$ cat src/rtl/count_pkg.sv
// count_pkg
// Shared constants for the counter control stage: default widths and timing
// values, plus the encoding of the counter direction line.
package count_pkg;

  // Default width of the switch bank and of the load value sent to the counter
  localparam int CNT_W_DEF = 4;

  // Default prescaler period (clk cycles between En pulses while running)
  localparam int DIV_DEF = 5;

  // Default number of cycles a synchronised button level must stay stable
  localparam int DB_CYCLES_DEF = 4;

  // Encoding of the up_down line seen by the counter
  localparam logic DIR_UP   = 1'b1;
  localparam logic DIR_DOWN = 1'b0;

endpackage

$ cat src/rtl/btn_debounce.sv
// btn_debounce
// Synchronises one raw push-button and accepts a new level only after it has
// been seen unchanged for DB_CYCLES consecutive cycles. Emits a one-cycle
// pulse on every accepted rising level; accepted releases give no pulse.
//
// Ports:
//   clk    - system clock, rising edge
//   rst    - synchronous, active-high reset (clears all internal state)
//   raw    - asynchronous button level
//   stable - debounced button level
//   press  - one-cycle pulse when stable rises
module btn_debounce
  import count_pkg::*;
#(
  parameter int DB_CYCLES = DB_CYCLES_DEF
) (
  input  logic clk,
  input  logic rst,
  input  logic raw,
  output logic stable,
  output logic press
);

  localparam int DB_W = (DB_CYCLES > 1) ? $clog2(DB_CYCLES) : 1;

  logic            s1;
  logic            s2;
  logic            stable_d;
  logic [DB_W-1:0] cnt;

  // The counter measures how long s2 has disagreed with the accepted level;
  // any agreement restarts the qualification, so short glitches are dropped.
  always_ff @(posedge clk) begin
    if (rst) begin
      s1       <= 1'b0;
      s2       <= 1'b0;
      stable   <= 1'b0;
      stable_d <= 1'b0;
      cnt      <= '0;
    end else begin
      s1       <= raw;
      s2       <= s1;
      stable_d <= stable;
      if (s2 != stable) begin
        if (cnt == DB_W'(DB_CYCLES - 1)) begin
          stable <= s2;
          cnt    <= '0;
        end else begin
          cnt <= cnt + DB_W'(1);
        end
      end else begin
        cnt <= '0;
      end
    end
  end

  assign press = stable & ~stable_d;

endmodule

$ cat src/rtl/count_ctrl.sv
// count_ctrl
// Turns three raw push-buttons and a switch bank into the control inputs of
// the 4-bit up/down counter: load value, load strobe, prescaled count enable
// and direction. Also reports the run state for a status LED.
//
// Ports:
//   clk      - system clock, rising edge
//   rst      - synchronous, active-high reset
//   btn_load - raw load button
//   btn_dir  - raw direction-toggle button
//   btn_run  - raw run/stop-toggle button
//   sw_R     - raw load-value switches
//   R        - registered load value
//   L        - registered load strobe, one cycle per accepted press
//   En       - registered count enable, one-cycle pulse per prescaler tick
//   up_down  - registered direction (1 = up, 0 = down)
//   run      - registered run state
module count_ctrl
  import count_pkg::*;
#(
  parameter int DIV       = DIV_DEF,
  parameter int DB_CYCLES = DB_CYCLES_DEF,
  parameter int CNT_W     = CNT_W_DEF
) (
  input  logic             clk,
  input  logic             rst,
  input  logic             btn_load,
  input  logic             btn_dir,
  input  logic             btn_run,
  input  logic [CNT_W-1:0] sw_R,
  output logic [CNT_W-1:0] R,
  output logic             L,
  output logic             En,
  output logic             up_down,
  output logic             run
);

  localparam int PRESC_W = $clog2(DIV);

  logic               press_load;
  logic               press_dir;
  logic               press_run;
  logic [2:0]         db_stable_unused;
  logic [PRESC_W-1:0] presc;
  logic [PRESC_W-1:0] presc_next;
  logic               run_next;
  logic               tick;

  // The debounced levels are not needed here, only the press pulses.
  btn_debounce #(.DB_CYCLES(DB_CYCLES)) u_db_load (
    .clk    (clk),
    .rst    (rst),
    .raw    (btn_load),
    .stable (db_stable_unused[0]),
    .press  (press_load)
  );

  btn_debounce #(.DB_CYCLES(DB_CYCLES)) u_db_dir (
    .clk    (clk),
    .rst    (rst),
    .raw    (btn_dir),
    .stable (db_stable_unused[1]),
    .press  (press_dir)
  );

  btn_debounce #(.DB_CYCLES(DB_CYCLES)) u_db_run (
    .clk    (clk),
    .rst    (rst),
    .raw    (btn_run),
    .stable (db_stable_unused[2]),
    .press  (press_run)
  );

  assign run_next = run ^ press_run;
  assign tick     = (presc == PRESC_W'(DIV - 1)) & run;

  // The prescaler is forced to zero both while stopped and on the cycle that
  // stops it, so it never shows a stale count while run is low. Starting from
  // zero on the cycle run rises places the first En exactly DIV cycles later.
  // A load restarts the period so the counter gets a full interval after it.
  always_comb begin
    presc_next = presc + PRESC_W'(1);
    if (press_load || !run || !run_next || tick) begin
      presc_next = '0;
    end
  end

  // Output registers. En is masked by press_load so the counter never sees a
  // load and a count in the same cycle.
  always_ff @(posedge clk) begin
    if (rst) begin
      R       <= '0;
      L       <= 1'b0;
      En      <= 1'b0;
      up_down <= DIR_UP;
      run     <= 1'b0;
      presc   <= '0;
    end else begin
      L     <= press_load;
      En    <= tick & ~press_load;
      run   <= run_next;
      presc <= presc_next;
      if (press_load) begin
        R <= sw_R;
      end
      if (press_dir) begin
        up_down <= ~up_down;
      end
    end
  end

endmodule

$ cat config.mk
export PLATFORM = sky130hd
export DESIGN_NAME = count_ctrl
export DESIGN_NICKNAME = d
export VERILOG_FILES = /design/src/rtl/count_pkg.sv /design/src/rtl/btn_debounce.sv /design/src/rtl/count_ctrl.sv
export SDC_FILE = /design/constraint.sdc
export NUM_CORES = 1
export LEC_CHECK = 0
export CAP_MARGIN = 30
export CORE_MARGIN = 2
export CORE_UTILIZATION = 51
export CTS_CLUSTER_SIZE = 20
export DETAILED_ROUTE_END_ITERATION = 10
export PLACE_DENSITY = 0.77
export RECOVER_POWER = 100
export SETUP_SLACK_MARGIN = 0.02
export SYNTH_ARGS = -nofsm -noshare
export SYNTH_HDL_FRONTEND = slang
export SYNTH_SLANG_ARGS = --single-unit
$ cat constraint.sdc
create_clock -name clk -period 1.86 [get_ports clk]
set_input_delay 0.372 -clock clk [delete_from_list [all_inputs] [get_ports clk]]
set_output_delay 0.372 -clock clk [all_outputs]
set_load 0.03 [all_outputs]
==> impl_metrics.yaml, run 1 <==
status:
  outcome: "complete, no violations"
placed_design:
  io_buffer_count: 16
  place_congestion: 0.626
  hpwl_um: 1120
floorplan:
  die_area_sq_um: 2390
  die_x_um: 48.9
  top_level_ports: 17
  die-height_um: 48.9
  initial_core_utilization: 0.535
  coreArea_sq_um: 1920
  site_rows: 16
global_route:
  groute.layer.met1.usage: 0.183
  met3_usage: 0.0828
  pin_count_of_the_biggest_net_entering_global_routing: 22
  grt.overflow.total: 0
  grt_first_pass_wirelength_um: 2790
  via_count_of_the_first_global_routing_pass: 667
  overall_global_routing_resource_usage: 0.161
  grt_util_met2: 0.251
  antenna_found_initial: 0
  grt_most_used_layer: "met2"
routing:
  drc: 0
  final_antenna_net_count: 0
  drt-total-wl_um: 1510
  drt_pre_antenna_iters: 3
  detail_route.wl_per_cell_um: 10.5
  routed_via_density: 4.55
  drt-initial-drc-count: 7
  vias: 651
final_layout:
  most-common-layout-cells: "sky130_fd_sc_hd__dfxtp_1 (29), sky130_fd_sc_hd__nor2_1 (15), sky130_fd_sc_hd__clkdlybuf4s50_1 (13)"
  finish.utilization: 0.652
  area_growth_pct: 21.9
  num_antenna_cells: 0
  fin_nets: 129
  layout.cells.most_common: "sky130_fd_sc_hd__dfxtp_1"
  final_layout_size_suffix_gt1_frac: 0.0776
yosys:
  yosysUniqueCellTypes: 19
  syn-mean-instance-area_sq_um: 10.9
  mappedNetlistNets: 108
  synthCells: 94
  synth.largest_area_cell: "sky130_fd_sc_hd__dfxtp_1"
  ys_ff_latch: 29
  share_of_the_synthesized_area_in_the_top_cell_type: 0.564
  netlist_top_cells_area: "sky130_fd_sc_hd__dfxtp_1 (56%), sky130_fd_sc_hd__nor2b_1 (7.3%), sky130_fd_sc_hd__mux2i_1 (6.8%)"
  post_synth_instance_area_sq_um: 1030
  synthesis.yosys.warnings: 0
  seq_area_frac_synth: 0.564
clock_network:
  numCtsBuffers: 5
  tritoncts: "done"
  clock_transition_time_at_the_flip_flop_clock_pins_of_the_worst_setup_and_hold_paths_ns: 0.09
  clk_latency_worst_skew_pair_ns: 0.32
  post-cts-setup-buffer-count: 0
  clockRootBuffer: "sky130_fd_sc_hd__clkbuf_4"
  cts_hold_repair.buffers: 0
  maximum_count_of_clock_buffers_along_a_single_path: 2
  post_cts.resized_instances: 0
  cts_max_level: 2
  clock_sink_count: 29
setup_path:
  worst-r2r-setup-slack_ns: 0.60
  data_arrival_time_at_the_worst_slack_endpoint_ns: 1.37
  crit_path_start_kind: "flop"
  worstReg2RegStart: "u_db_load.stable"
  worst_path_dominant_cell_family: "buffers and inverters"
  timing.critical_path.slowest_cell_delay_ns: 0.73
  reg2regPathDepth: 3
  crit_path_top_delay_cell: "sky130_fd_sc_hd__dlygate4sd3_1"
  reg2reg_to: "presc[1]"
  end_kind: "output pin"
  setup.worst_path.class: "reg2out"
  timing.critical_path.cells: "dlygate4sd3_1"
  timing.critical_path.fanout_max: 1
  cp_data_required_time_ns: 1.49
  timing.critical_path.depth: 1
  cp_buf_inv_count: 1
sta:
  clock.fmax_mhz: 573
  maxSlewHeadroom: 0.465
  setup-tns-final_ns: 0
  finalHoldViolCount: 0
  final_worst_path_period_share: 0.938
  timing_worst_slew_pin_value_ns: 0.803
  final-setup-viol-count: 0
  rsz_0062_raised_after_global_routing: "no"
  final_max_slew_viol_count: 0
  worst_clock_skew_ns: 0.0108
  period_minus_slack_ns: 1.74
run:
  maxcap_viol_count: 0
power_and_ir_drop:
  irDropWorstVdd_mv: 0.624
  power.leakage_nw: 0.481
  power.density_cell_area_nw_per_um2: 817
min_path:
  timing.hold.worst.class: "reg2reg"
  worst_min_delay_path_startpoint: "u_db_run.cnt[0]"
  timing.hold.worst_path_depth: 1
  holdPathEnd: "u_db_run.cnt[0]"
==> state kept, by name, summed over array words and instances (netlist names), 2 cells and up <==
name and count:
presc 3, u_db_load.cnt 2, R 4, u_db_run.cnt 2, u_db_dir.cnt 2
==> synth_stat cells <==
master and instances:
sky130_fd_sc_hd__dfxtp_1 29, sky130_fd_sc_hd__nor2_1 15, sky130_fd_sc_hd__nor2b_1 12, sky130_fd_sc_hd__mux2i_1 7, sky130_fd_sc_hd__inv_1 6, sky130_fd_sc_hd__ha_1 5, sky130_fd_sc_hd__xnor2_1 5, sky130_fd_sc_hd__or3_1 3
sky130_fd_sc_hd__clkbuf_1 2, sky130_fd_sc_hd__a21oi_1 1, sky130_fd_sc_hd__and4bb_1 1, sky130_fd_sc_hd__buf_6 1, sky130_fd_sc_hd__nand2_1 1, sky130_fd_sc_hd__nand2b_1 1, sky130_fd_sc_hd__nor2b_4 1, sky130_fd_sc_hd__nor3_1 1
sky130_fd_sc_hd__nor3b_1 1, sky130_fd_sc_hd__nor4b_2 1, sky130_fd_sc_hd__or3b_4 1
==> cell type report <==
type	instances	area (sq um)
fillers	171	668
flip-flops and latches	29	581
multi-input cells	56	398
repair buffers	17	164
clock buffers	5	37.5
well taps	27	33.8
inverters	6	22.5
clock inverters	3	17.5
==> routing by layer <==
metal  vias up  share of wire
met5         -              0
met4         0          0.017
met3         3          0.047
met2        13           0.49
met1       297           0.45
li1        338              -
==> through the flow <==
| stage | worst slack (ns) | hold WS, ns | total power (W) | std cells | cell area (sq um) |
|---|---|---|---|---|---|
| floorplan | 0.601 | 0.397 | 0.000660 | 94 | 1030 |
| global placement | 0.319 | 0.406 | 0.000680 | 135 | 1210 |
| detailed placement | 0.260 | 0.412 | 0.000682 | 135 | 1210 |
| CTS | 0.0976 | 0.429 | 0.00104 | 143 | 1270 |
| global route | 0.0627 | 0.446 | 0.00107 | 143 | 1250 |
| finish | 0.116 | 0.428 | 0.00102 | 143 | 1250 |
==> where the power goes <==
| group | switching [W] | total, W | internal [W] |
|---|---|---|---|
| logic | 0.0000123 | 0.0000340 | 0.0000217 |
| registers | 0.00000347 | 0.000632 | 0.000628 |
| clock network | 0.000216 | 0.000358 | 0.000142 |
| total | 0.000232 | 0.00102 | 0.000792 |
==> logic make-up after synthesis <==
logic type | after synthesis | synth area share
AO/OA/AOI/OAI | 1 | 0.00486
XOR/XNOR | 5 | 0.0426
adder cells (fa/ha/maj) | 5 | 0.0608
buffers and inverters | 9 | 0.0401
flip-flops | 29 | 0.564
multiplexers | 7 | 0.0681
AND/OR/NAND/NOR | 38 | 0.219
==> how the worst max path moves through the flow <==
| stage | startpoint | to |
|---|---|---|
| finish | En | En |
| global route | R[0] | R[0] |
| CTS | R[0] | R[0] |
| detailed placement | rst | u_db_run.cnt[1] |
| global placement | rst | presc[1] |
| floorplan | run | presc[1] |
Note: power is estimated with default switching activity, not from simulation.
==> run 2, diff against run 1 <==
--- a/config.mk
+++ b/config.mk
@@ -12,2 +12,3 @@
 export DETAILED_ROUTE_END_ITERATION = 10
+export GPL_TIMING_DRIVEN = 0
 export PLACE_DENSITY = 0.77
--- a/constraint.sdc
+++ b/constraint.sdc
@@ -3,2 +3,2 @@
 set_output_delay 0.372 -clock clk [all_outputs]
-set_load 0.03 [all_outputs]
+set_load 0.05 [all_outputs]
==> run 2 against run 1 <==
Against the previous run:
- routed wire length is 3.6% lower
- cell count rose by 1.4%
- clock power shrank 4%
- total power fell by 1.4%
- critical endpoint is now L
- highest routed layer unchanged
==> impl_metrics.yaml, run 2 (same netlist as run 1, synthesis figures left out) <==
status:
  outcome: "complete, no violations"
sta:
  maxSlewHeadroom: 0.604
  period_minus_slack_ns: 1.78
  finalHoldViolCount: 0
  timing_worst_slew_pin_value_ns: 0.596
  final_worst_path_period_share: 0.959
  worst_clock_skew_ns: 0.00773
  rsz_0062_raised_after_global_routing: "no"
  final-setup-viol-count: 0
  final_max_slew_viol_count: 0
  clock.fmax_mhz: 560
clock_network:
  clock_transition_time_at_the_flip_flop_clock_pins_of_the_worst_setup_and_hold_paths_ns: 0.09
  clk_latency_worst_skew_pair_ns: 0.31
  tritoncts: "done"
  clockRootBuffer: "sky130_fd_sc_hd__clkbuf_4"
  maximum_count_of_clock_buffers_along_a_single_path: 2
  cts_max_level: 2
  cts_hold_repair.buffers: 0
  clock_sink_count: 29
  numCtsBuffers: 5
run:
  maxcap_viol_count: 0
power_and_ir_drop:
  power.leakage_nw: 0.490
  power.density_cell_area_nw_per_um2: 809
  irDropWorstVdd_mv: 0.580
global_route:
  grt_first_pass_wirelength_um: 2620
  antenna_found_initial: 0
  via_count_of_the_first_global_routing_pass: 654
  met3_usage: 0.0644
  grt_util_met2: 0.231
  pin_count_of_the_biggest_net_entering_global_routing: 11
  groute.layer.met1.usage: 0.170
  overall_global_routing_resource_usage: 0.147
  grt_most_used_layer: "met2"
  grt.overflow.total: 0
routing:
  routed_via_density: 4.64
  final_antenna_net_count: 0
  detail_route.wl_per_cell_um: 10.0
  drt_pre_antenna_iters: 4
  vias: 673
  drt-initial-drc-count: 4
  drc: 0
  drt-total-wl_um: 1450
setup_path:
  data_arrival_time_at_the_worst_slack_endpoint_ns: 1.41
  crit_path_top_delay_cell: "sky130_fd_sc_hd__clkdlybuf4s50_1"
  timing.critical_path.slowest_cell_delay_ns: 0.79
  crit_path_start_kind: "flop"
  cp_data_required_time_ns: 1.49
  timing.critical_path.fanout_max: 1
  cp_buf_inv_count: 1
  setup.worst_path.class: "reg2out"
  worst_path_dominant_cell_family: "buffers and inverters"
  timing.critical_path.cells: "clkdlybuf4s50_1"
  end_kind: "output pin"
min_path:
  timing.hold.worst.class: "reg2reg"
placed_design:
  placed_cells: 137
  hpwl_um: 1080
  place_congestion: 0.689
  io_buffer_count: 16
floorplan:
  die_x_um: 48.9
  coreArea_sq_um: 1920
  die-height_um: 48.9
  die_area_sq_um: 2390
  initial_core_utilization: 0.535
  top_level_ports: 17
  site_rows: 16
final_layout:
  register_area_sq_um: 581
  top_regs: "R x4, presc x3"
  n_fill_cell: 178
  num_antenna_cells: 0
  finish.utilization: 0.649
  multi_input_comb_area_sq_um: 398
  layout.cells.most_common: "sky130_fd_sc_hd__dfxtp_1"
  fin_nets: 131
  largest_register_ffs: 4
  area_growth_pct: 21.3
  final_layout_size_suffix_gt1_frac: 0.0763
  registers.top_by_ff_count: "R"
  final_cell_count_no_fill: 145
  most-common-layout-cells: "sky130_fd_sc_hd__dfxtp_1 (29), sky130_fd_sc_hd__nor2_1 (15), sky130_fd_sc_hd__nor2b_1 (12)"
==> run 2: changes by cell type in the layout (fill, tap and decap cells not counted) <==
cell | previous run | this run
sky130_fd_sc_hd__dlygate4sd2_1 | 0 | 4
sky130_fd_sc_hd__buf_6 | 0 | 1
sky130_fd_sc_hd__clkbuf_1 | 1 | 5
sky130_fd_sc_hd__dlygate4sd3_1 | 3 | 1
sky130_fd_sc_hd__clkinvlp_4 | 1 | 0
sky130_fd_sc_hd__clkdlybuf4s50_1 | 13 | 9
==> run 2: layer usage <==
layer	wire length, um	vias up
met4	15	0
met3	67	2
met5	0	-
met2	724	12
met1	646	316
li1	-	343
==> run 2: per-stage QoR <==
stage	setup slack, ns	hold WS (ns)	setup TNS [ns]	power, W	instance area, sq um
final	0.0758	0.424	0	0.00101	1250
after global placement	-0.00960	0.406	-0.0593	0.000681	1220
after floorplan	0.456	0.397	0	0.000660	1030
after detailed placement	-0.0299	0.418	-0.251	0.000682	1220
after CTS	0.0248	0.434	0	0.00103	1270
after global routing	0.0361	0.447	0	0.00106	1250
==> run 2: cell type report <==
cell class | count | area share
plain buffers | 3 | 0.0150
flip-flops and latches | 29 | 0.465
repair buffers | 16 | 0.114
clock inverters | 2 | 0.00802
inverters | 6 | 0.0181
well taps | 27 | 0.0271
multi-input cells | 56 | 0.319
clock buffers | 6 | 0.0331
==> run 2: report_power, final <==
group	leakage [nW]	switching [W]	internal, W
sequential	0.235	0.00000334	0.000628
combinational	0.223	0.0000127	0.0000220
clock	0.0320	0.000200	0.000144
==> run 2: what timing repair did <==
action	in CTS	in global routing
endpoints found under the hold margin	0	0
setup endpoints to repair	4	2
buffers inserted	0	0
gates resized for setup	4	2
==> run 2: path summary, 6_finish.rpt <==
kind / slack, ns / from / depth (start not counted) / end
setup / recovery: 0.08 / L / 1 / L
hold / removal: 0.42 / u_db_load.cnt[0] / 1 / u_db_load.cnt[0]
setup reg to reg: 0.50 / u_db_load.stable / 4 / presc[1]
hold reg to reg: 0.42 / u_db_load.cnt[0] / 1 / u_db_load.cnt[0]
==> run 3, diff against run 2 <==
- PLACE_DENSITY: 0.77 -> default
- PLACE_DENSITY_LB_ADDON: default -> 0.2
==> run 3 against run 2 <==
Against the previous run:
- cell area rose by 1.9%
- fmax about the same
- cell count stayed put
- sequential share of layout area down 0.87 points
- clock-buffer cell count up 1
- combinational power hardly changed
- critical path depth is the same
- utilization increased by 1.2 points
- via count shrank 3.9%
- total power rose by 7.5%
- clock skew down 0.0022 ns
==> impl_metrics.yaml, run 3 (same netlist as run 1, synthesis figures left out) <==
setup_path:
  timing.critical_path.slowest_cell_delay_ns: 0.79
  crit_path_top_delay_cell: "sky130_fd_sc_hd__clkdlybuf4s50_1"
  end_kind: "output pin"
  data_arrival_time_at_the_worst_slack_endpoint_ns: 1.41
  reg2regPathDepth: 4
  reg2reg_to: "presc[0]"
  timing.critical_path.fanout_max: 1
  crit_path_start_kind: "flop"
  setup.worst_path.class: "reg2out"
  timing.critical_path.cells: "clkdlybuf4s50_1"
  worstReg2RegStart: "u_db_load.stable"
  worst_setup_path_startpoint: "L"
  worst-r2r-setup-slack_ns: 0.51
  critPathCapture: "L"
  cp_buf_inv_count: 1
  timing.critical_path.depth: 1
  worst_path_dominant_cell_family: "buffers and inverters"
  cp_data_required_time_ns: 1.49
clock_network:
  tritoncts: "done"
  clock_transition_time_at_the_flip_flop_clock_pins_of_the_worst_setup_and_hold_paths_ns: 0.08
  clock_sink_count: 29
  clk_latency_worst_skew_pair_ns: 0.31
  clockRootBuffer: "sky130_fd_sc_hd__clkbuf_4"
  cts_max_level: 2
  numCtsBuffers: 5
  maximum_count_of_clock_buffers_along_a_single_path: 2
power_and_ir_drop:
  power.leakage_nw: 0.506
  irDropWorstVdd_mv: 0.592
  power.density_cell_area_nw_per_um2: 854
  power_frac_comb: 0.032
  share_seq_of_total_power: 0.582
  power.total_w: 0.00108
  p_sw_w: 0.000216
  power_switching_share: 0.199
  power.share.clock: 0.386
  internal_power_w: 0.000869
floorplan:
  initial_core_utilization: 0.535
  site_rows: 16
  coreArea_sq_um: 1920
  die-height_um: 48.9
  die_x_um: 48.9
  top_level_ports: 17
  die_area_sq_um: 2390
global_route:
  grt.overflow.total: 0
  overall_global_routing_resource_usage: 0.147
  antenna_found_initial: 0
  via_count_of_the_first_global_routing_pass: 628
  pin_count_of_the_biggest_net_entering_global_routing: 11
  grt_first_pass_wirelength_um: 2500
sta:
  worst_clock_skew_ns: 0.00551
  rsz_0062_raised_after_global_routing: "no"
  finalHoldViolCount: 0
  final-setup-viol-count: 0
  final_worst_path_period_share: 0.960
  clock.fmax_mhz: 560
  final_max_slew_viol_count: 0
  maxSlewHeadroom: 0.604
  period_minus_slack_ns: 1.79
  fin_hold_ws_ns: 0.422
  timing_worst_slew_pin_value_ns: 0.597
  setup-tns-final_ns: 0
final_layout:
  n_fill_cell: 159
  registers.top_by_ff_count: "R"
  fin_nets: 131
  area_growth_pct: 23.6
  final_layout_size_suffix_gt1_frac: 0.0847
  most-common-layout-cells: "sky130_fd_sc_hd__dfxtp_1 (29), sky130_fd_sc_hd__nor2_1 (15), sky130_fd_sc_hd__nor2b_1 (12)"
  num_antenna_cells: 0
  largest_register_ffs: 4
  layout.cells.most_common: "sky130_fd_sc_hd__dfxtp_1"
  top_regs: "R x4, presc x3"
  multi_input_comb_area_sq_um: 398
  register_area_sq_um: 581
routing:
  routed_via_density: 4.46
  drc: 0
  detail_route.wl_per_cell_um: 9.53
  drt-initial-drc-count: 3
  drt-total-wl_um: 1380
  final_antenna_net_count: 0
  drt_pre_antenna_iters: 4
  vias: 647
placed_design:
  hpwl_um: 1000
  io_buffer_count: 16
  place_congestion: 0.712
run:
  maxcap_viol_count: 0
status:
  outcome: "complete, no violations"
min_path:
  timing.hold.worst.class: "reg2reg"
==> run 3: cell count changes in the layout (fill, tap and decap cells not counted) <==
| cell | before | now |
|---|---|---|
| sky130_fd_sc_hd__clkbuf_1 | 5 | 3 |
| sky130_fd_sc_hd__clkbuf_8 | 0 | 2 |
| sky130_fd_sc_hd__clkinv_2 | 2 | 1 |
| sky130_fd_sc_hd__dlygate4sd2_1 | 4 | 5 |
==> run 3: final cells by class <==
type | instances | area share
sequential | 29 | 0.457
multi-input combinational | 56 | 0.313
timing repair buffer | 16 | 0.116
clock buffer | 7 | 0.0512
tap | 27 | 0.0266
inverter | 6 | 0.0177
buffer | 3 | 0.0148
clock inverter | 1 | 0.00394
==> run 3: stage by stage <==
stage / utilization / instances / instance area [sq um] / setup slack (ns)
after floorplan: - / 94 / 1030 / 0.456
after global placement: 0.636 / 137 / 1220 / -0.0643
after detailed placement: 0.636 / 137 / 1220 / -0.0789
after CTS: 0.669 / 145 / 1290 / 0.0292
after global routing: 0.661 / 145 / 1270 / 0.0235
final: 0.661 / 145 / 1270 / 0.0741
==> run 3: power groups by stage <==
stage	combinational, W	clock, W	sequential [W]
3_3_place_gp	0.0000348	0	0.000646
6_report	0.0000346	0.000419	0.000632
4_1_cts	0.0000359	0.000437	0.000632
5_1_grt	0.0000384	0.000458	0.000633
3_5_place_dp	0.0000359	0	0.000646
2_1_floorplan	0.0000147	0	0.000646
==> run 3: worst min path at each step <==
stage	start	to	slack, ns	cells past startpoint
after detailed placement	u_db_run.cnt[0]	u_db_run.cnt[0]	0.41	1
after floorplan	u_db_dir.cnt[0]	u_db_dir.cnt[0]	0.40	1
after global routing	u_db_load.cnt[0]	u_db_load.cnt[0]	0.45	1
final	u_db_dir.cnt[0]	u_db_dir.cnt[0]	0.42	1
after CTS	u_db_run.cnt[0]	u_db_run.cnt[0]	0.43	1
after global placement	u_db_run.cnt[0]	u_db_run.cnt[0]	0.40	1
==> run 3: timing repair <==
action	in CTS	in global routing
setup endpoints to repair	5	1
hold buffers	0	0
cloned	0	0
resized for setup	5	1
endpoints found under the hold margin	0	0
setup buffers	0	0
==> run 3: routing by layer <==
metal	vias to the layer above	wire length [um]	part of all wire	track usage
li1	344	-	-	-
met1	282	651	0.47	0.156
met2	16	596	0.43	0.219
met3	5	81	0.059	0.0675
met4	0	53	0.038	0.129
met5	-	0	0	0
